$ cat src/rtl/memory_sequencer.sv
`default_nettype none
// ============================================================================
// Module     : memory_sequencer
// Description: Arbitrates instruction-fetch and data requests onto a single
//              memory. Each granted request expands into a fixed memory op
//              sequence and completes with a one-cycle ack. Optional PC jump
//              support is enabled by defining MEMORY_SEQUENCER_JUMP_EN.
//              mem_op encoding: 0 NOP, 1 READ, 2 WRITE, 3 ABSOLUTE,
//              4 REL_ADD, 5 REL_SUB.
// Revision   : 1.0 - initial release
// ============================================================================
module memory_sequencer #(
    parameter int         FETCH_PRIORITY = 0,
    parameter logic [7:0] PC_STEP        = 8'd1
) (
    input  logic        clock,
    input  logic        reset,
    input  logic        fetch_req,
    output logic        fetch_ack,
    output logic [15:0] fetch_instr,
    input  logic        data_req,
    input  logic        data_we,
    input  logic [7:0]  data_addr,
    input  logic        data_word,
    input  logic [7:0]  data_wdata,
    output logic        data_ack,
    output logic [7:0]  data_rdata,
    output logic [2:0]  mem_op,
    output logic        mem_bus_sel,
    output logic        mem_word_sel,
    output logic [7:0]  mem_wdata,
    input  logic [7:0]  mem_rdata,
`ifdef MEMORY_SEQUENCER_JUMP_EN
    input  logic        jump_req,
    input  logic [1:0]  jump_mode,
    input  logic [7:0]  jump_offset,
    output logic        jump_ack,
`endif
    output logic        busy
);

    localparam logic [2:0] c_OP_NOP      = 3'd0;
    localparam logic [2:0] c_OP_READ     = 3'd1;
    localparam logic [2:0] c_OP_WRITE    = 3'd2;
    localparam logic [2:0] c_OP_ABSOLUTE = 3'd3;
    localparam logic [2:0] c_OP_REL_ADD  = 3'd4;
    localparam logic [2:0] c_OP_REL_SUB  = 3'd5;

    typedef enum logic [3:0] {
        S_IDLE   = 4'd0,
        S_F_RD0  = 4'd1,
        S_F_CAP0 = 4'd2,
        S_F_RD1  = 4'd3,
        S_F_CAP1 = 4'd4,
        S_F_INC  = 4'd5,
        S_D_SETA = 4'd6,
        S_D_RD   = 4'd7,
        S_D_CAP  = 4'd8,
        S_D_DONE = 4'd9,
        S_D_WR   = 4'd10,
        S_J_EXEC = 4'd11
    } state_t;

    state_t      r_state;
    state_t      w_next_state;
    logic        r_last_fetch;
    logic        r_we;
    logic        r_word;
    logic [7:0]  r_addr;
    logic [7:0]  r_wdata;
    logic [15:0] r_instr;
    logic [7:0]  r_rdata;

    logic w_jump_pending;
    logic w_fetch_wins;
    logic w_grant_jump;
    logic w_grant_fetch;
    logic w_grant_data;

`ifdef MEMORY_SEQUENCER_JUMP_EN
    logic [1:0] r_jmode;
    logic [7:0] r_joffset;
    assign w_jump_pending = jump_req;
`else
    assign w_jump_pending = 1'b0;
`endif

    assign busy        = (r_state != S_IDLE);
    assign fetch_instr = r_instr;
    assign data_rdata  = r_rdata;

    // Round-robin: on contention, grant whichever side did not win last time.
    always_comb begin
        w_fetch_wins  = (FETCH_PRIORITY != 0) || !r_last_fetch;
        w_grant_jump  = 1'b0;
        w_grant_fetch = 1'b0;
        w_grant_data  = 1'b0;
        if (r_state == S_IDLE) begin
            if (w_jump_pending) begin
                w_grant_jump = 1'b1;
            end else if (fetch_req && data_req) begin
                w_grant_fetch = w_fetch_wins;
                w_grant_data  = !w_fetch_wins;
            end else begin
                w_grant_fetch = fetch_req;
                w_grant_data  = data_req;
            end
        end
    end

    always_ff @(posedge clock or posedge reset) begin
        if (reset) begin
            r_state      <= S_IDLE;
            r_last_fetch <= 1'b0;
            r_we         <= 1'b0;
            r_word       <= 1'b0;
            r_addr       <= 8'h00;
            r_wdata      <= 8'h00;
            r_instr      <= 16'h0000;
            r_rdata      <= 8'h00;
`ifdef MEMORY_SEQUENCER_JUMP_EN
            r_jmode      <= 2'd0;
            r_joffset    <= 8'h00;
`endif
        end else begin
            r_state <= w_next_state;
            if (w_grant_fetch) begin
                r_last_fetch <= 1'b1;
            end
            if (w_grant_data) begin
                r_last_fetch <= 1'b0;
                r_we         <= data_we;
                r_word       <= data_word;
                r_addr       <= data_addr;
                r_wdata      <= data_wdata;
            end
`ifdef MEMORY_SEQUENCER_JUMP_EN
            if (w_grant_jump) begin
                r_jmode   <= jump_mode;
                r_joffset <= jump_offset;
            end
`endif
            // Memory only drives its output during the second READ cycle.
            if (r_state == S_F_CAP0) begin
                r_instr[15:8] <= mem_rdata;
            end
            if (r_state == S_F_CAP1) begin
                r_instr[7:0] <= mem_rdata;
            end
            if (r_state == S_D_CAP) begin
                r_rdata <= mem_rdata;
            end
        end
    end

    always_comb begin
        w_next_state = r_state;
        mem_op       = c_OP_NOP;
        mem_bus_sel  = 1'b0;
        mem_word_sel = 1'b0;
        mem_wdata    = 8'h00;
        fetch_ack    = 1'b0;
        data_ack     = 1'b0;
`ifdef MEMORY_SEQUENCER_JUMP_EN
        jump_ack     = 1'b0;
`endif
        case (r_state)
            S_IDLE: begin
                if (w_grant_jump) begin
                    w_next_state = S_J_EXEC;
                end else if (w_grant_fetch) begin
                    w_next_state = S_F_RD0;
                end else if (w_grant_data) begin
                    w_next_state = S_D_SETA;
                end
            end
            S_F_RD0: begin
                mem_op       = c_OP_READ;
                mem_bus_sel  = 1'b1;
                w_next_state = S_F_CAP0;
            end
            S_F_CAP0: begin
                mem_op       = c_OP_READ;
                mem_bus_sel  = 1'b1;
                w_next_state = S_F_RD1;
            end
            S_F_RD1: begin
                mem_op       = c_OP_READ;
                mem_bus_sel  = 1'b1;
                mem_word_sel = 1'b1;
                w_next_state = S_F_CAP1;
            end
            S_F_CAP1: begin
                mem_op       = c_OP_READ;
                mem_bus_sel  = 1'b1;
                mem_word_sel = 1'b1;
                w_next_state = S_F_INC;
            end
            S_F_INC: begin
                mem_op       = c_OP_REL_ADD;
                mem_bus_sel  = 1'b1;
                mem_wdata    = PC_STEP;
                fetch_ack    = 1'b1;
                w_next_state = S_IDLE;
            end
            S_D_SETA: begin
                mem_op       = c_OP_ABSOLUTE;
                mem_wdata    = r_addr;
                w_next_state = r_we ? S_D_WR : S_D_RD;
            end
            S_D_RD: begin
                mem_op       = c_OP_READ;
                mem_word_sel = r_word;
                w_next_state = S_D_CAP;
            end
            S_D_CAP: begin
                mem_op       = c_OP_READ;
                mem_word_sel = r_word;
                w_next_state = S_D_DONE;
            end
            S_D_DONE: begin
                data_ack     = 1'b1;
                w_next_state = S_IDLE;
            end
            S_D_WR: begin
                mem_op       = c_OP_WRITE;
                mem_word_sel = r_word;
                mem_wdata    = r_wdata;
                data_ack     = 1'b1;
                w_next_state = S_IDLE;
            end
            S_J_EXEC: begin
`ifdef MEMORY_SEQUENCER_JUMP_EN
                mem_bus_sel = 1'b1;
                mem_wdata   = r_joffset;
                jump_ack    = 1'b1;
                case (r_jmode)
                    2'd0:    mem_op = c_OP_ABSOLUTE;
                    2'd1:    mem_op = c_OP_REL_ADD;
                    2'd2:    mem_op = c_OP_REL_SUB;
                    default: mem_op = c_OP_NOP;
                endcase
`endif
                w_next_state = S_IDLE;
            end
            default: begin
                w_next_state = S_IDLE;
            end
        endcase
    end

endmodule
`default_nettype wire
$ cat config.mk
export PLATFORM = sky130hd
export DESIGN_NAME = memory_sequencer
export DESIGN_NICKNAME = d
export VERILOG_FILES = /design/src/rtl/memory_sequencer.sv
export SDC_FILE = /design/constraint.sdc
export NUM_CORES = 1
export LEC_CHECK = 0
export ABC_AREA = 1
export CAP_MARGIN = 10
export CORE_MARGIN = 2
export CORE_UTILIZATION = 49
export DETAILED_ROUTE_END_ITERATION = 10
export GPL_TIMING_DRIVEN = 1
export PLACE_DENSITY_LB_ADDON = 0.3
export SLEW_MARGIN = 20
export SYNTH_ARGS = -nofsm -noshare
export SYNTH_HDL_FRONTEND = slang
export SYNTH_SLANG_ARGS = --single-unit
$ cat constraint.sdc
create_clock -name clock -period 3.5 [get_ports clock]
set_input_delay 0.35 -clock clock [delete_from_list [all_inputs] [get_ports clock]]
set_output_delay 0.35 -clock clock [all_outputs]
set_load 0.01 [all_outputs]
==> metrics.log <==
[metrics] Pleak: 1.48 nW
[metrics] final critical-path setup slack: 1.01 ns
[metrics] Core Footprint: 4260 um^2
[metrics] critical path class: reg -> out
[metrics] Inserted Diodes: 0
[metrics] portion of the clock cycle consumed by the worst path in the final layout: 71.0%
[metrics] setup slack at placement: 1.35 ns
[metrics] number of instances in the synthesized netlist: 250
[metrics] synthesis-to-layout area growth: 38.6%
[metrics] CTS Buf Count: 5
[metrics] final core utilization: 69.5%
[metrics] number of hold buffers added after cts: 0
[metrics] DRC viols: 0
[metrics] number of maximum-capacitance violations: 0
[metrics] Max Fclk: 402 MHz
[metrics] leading cell type in the layout, fill and taps excluded: nand2_1
[metrics] post-cts gate resize count: 0
[metrics] via count of the first global-routing pass: 1766
[metrics] Final #Nets: 351
[metrics] number of hold violations in the final report: 0
[metrics] Routed Antenna Nets: 0
[metrics] buffer cell driving the clock tree root: clkbuf_8
[metrics] die outline width: 70.1 um
[metrics] TritonCTS clock tree: done
[metrics] Starting DRT DRC Count: 154
[metrics] Skew-Pair Late Insertion Delay: 0.30 ns
[metrics] post-synthesis sequential area ratio: 55.0%
[metrics] wire length of the first global-routing pass: 7810 um
[metrics] average wire per cell in the routed design: 12.3 um
[metrics] largest area contributor in the synthesized netlist: dfrtp_1
[metrics] starting utilization of the core area: 50.1%
[metrics] Overall Global Routing Usage: 20.0%
[metrics] startpoint kind of the worst setup timing path: register
[metrics] Worst-Margin Slew: 0.939 ns
[metrics] Via-to-Cell Ratio: 4.83
[metrics] # port buffers: 69
[metrics] total die area: 4910 um^2
[metrics] average cell area after synthesis: 8.55 um^2
[metrics] detailed-router iteration count before antenna repair: 4
[metrics] final HPWL from detailed placement: 3340 um
[metrics] largest net degree at the start of global routing: 48
[metrics] largest voltage drop on the vdd net: 430 uV
[metrics] Final setup viols: 0
[metrics] net count of the mapped netlist: 280
[metrics] clk buf depth: 2
[metrics] share of post-route cells with drive strength above 1: 9.63%
[metrics] CTS sink cnt: 47
[metrics] YS warnings: 0
[metrics] Total Routed Length: 4590 um
[metrics] clock-pin slew on the worst setup and hold paths: 0.08 ns
[metrics] leading cell types in the layout, fill and taps excluded: 106 x nand2_1, 69 x clkdlybuf4s50_1, 47 x dfrtp_1, 27 x o21ai_0, 21 x inv_1
[metrics] status: finished, final reports clean
[metrics] clock period minus worst slack: 2.49 ns
[metrics] CP Max Fanout: 9
[metrics] Final Max Slew Viols: 0
[metrics] type of element capturing the critical path: output port
[metrics] Remaining Overflow, GRT: 0
[metrics] cell area after placement: 2850 um^2
[metrics] area fraction of the dominant cell type after synthesis: 55.0%
[metrics] via count of the routed design: 1807
[metrics] die span in y: 70.1 um
[metrics] Critical Path RT: 3.15 ns
[metrics] number of setup buffers added after CTS: 0
[metrics] classification of the worst-slack hold path: reg -> reg
[metrics] data arrival time at the worst-slack endpoint: 2.14 ns
[metrics] non-filler cells, final: 374
[metrics] global placement routability congestion: 0.822
[metrics] RSZ-0062 raised after global routing: false
[metrics] number of H-tree levels: 2
[metrics] sum of negative setup slack: 0 ns
[metrics] number of antenna violations at the first check in global routing: 0
[metrics] flop and latch count out of synthesis: 47
[metrics] number of cells in the design after placement: 366
[metrics] Worst slew margin: 37.3%
[metrics] final instance area: 2960 um^2
[metrics] power per unit of standard cell area: 898 nW/um^2
[metrics] number of rows in the core area: 24
[metrics] dominant cells by area after synthesis: dfrtp_1 55%, nand2_1 19%, o21ai_0 6.3%
[metrics] post-synthesis instance area: 2140 um^2
[metrics] num ports: 70
[metrics] count of distinct cell types in the synthesized netlist: 24
[metrics] Worst Clk Skew: 0.00738 ns
[cell families after synthesis]
logic type	share of synthesized area, %
DFF	55.0
buffers and inverters	6.96
AOI/OAI and AO/OA	8.48
and+or+nand+nor	29.5
[cell type report]
cell class                      count  area (um^2)
Fill cell                         354         1300
Sequential cell                    47         1180
Multi-Input combinational cell    174          813
Timing Repair Buffer               69          691
Inverter                           24          100
Clock buffer                        6         82.6
Tap cell                           52         65.1
Clock inverter                      2         35.0
[worst max-delay path, cell delays in order (launching register included)]
cell             delay, ns
dfrtp_1               0.45
inv_1                 0.18
nand2_1               0.11
nor2_2                0.36
inv_1                 0.10
nand3_1               0.10
clkdlybuf4s50_1       0.54
[state kept, by name, summed over array words and instances, names as in the netlist]
| register | count |
|---|---|
| data_rdata | 8 |
| r_we | 1 |
| r_last_fetch | 1 |
| r_wdata | 8 |
| r_addr | 8 |
| r_word | 1 |
| fetch_instr | 16 |
| r_state | 4 |
[synthesized netlist by cell type, drive strengths merged]
cell type	number
a21boi	1
nor2	13
o21a	1
nor3	1
a21oi	3
nand2	120
buf	5
o21ai	28
nand4	2
nand3	5
dfrtp	47
inv	24
[layer usage]
| layer | vias to the layer above | wire length (um) | global-route usage (%) |
|---|---|---|---|
| met5 | - | 0 | 0 |
| met4 | 0 | 102 | 10.3 |
| met3 | 10 | 254 | 4.33 |
| met2 | 48 | 2260 | 31.4 |
| met1 | 832 | 1970 | 26.3 |
| li1 | 917 | - | - |
[report_power, final]
part | switching, mW | total (mW) | internal [mW]
Clock | 0.174 | 0.405 | 0.231
Combinational | 0.677 | 1.29 | 0.612
Sequential | 0.158 | 0.966 | 0.809
[final timing paths]
kind	start	endpoint	slack, ns	depth (start not counted)
min reg2reg	r_addr[2]$_DFFE_PP0P_	r_addr[2]$_DFFE_PP0P_	0.48	2
max	r_state[3]$_DFFE_PP0P_	mem_op[0]	1.01	6
max in group asynchronous	reset	data_rdata[1]$_DFFE_PP0P_	2.34	2
min in group asynchronous	reset	fetch_instr[14]$_DFFE_PP0P_	0.58	2
max reg2reg	r_state[3]$_DFFE_PP0P_	r_state[3]$_DFFE_PP0P_	2.05	5
min	r_addr[2]$_DFFE_PP0P_	r_addr[2]$_DFFE_PP0P_	0.48	2
[stage by stage]
stage | power (mW) | hold WS, ns
after floorplan | 1.69 | 0.443
after global placement | 2.23 | 0.462
after detailed placement | 2.27 | 0.462
after CTS | 2.68 | 0.485
after global routing | 2.86 | 0.499
final | 2.66 | 0.481
Note: power is estimated with default switching activity, not from simulation.
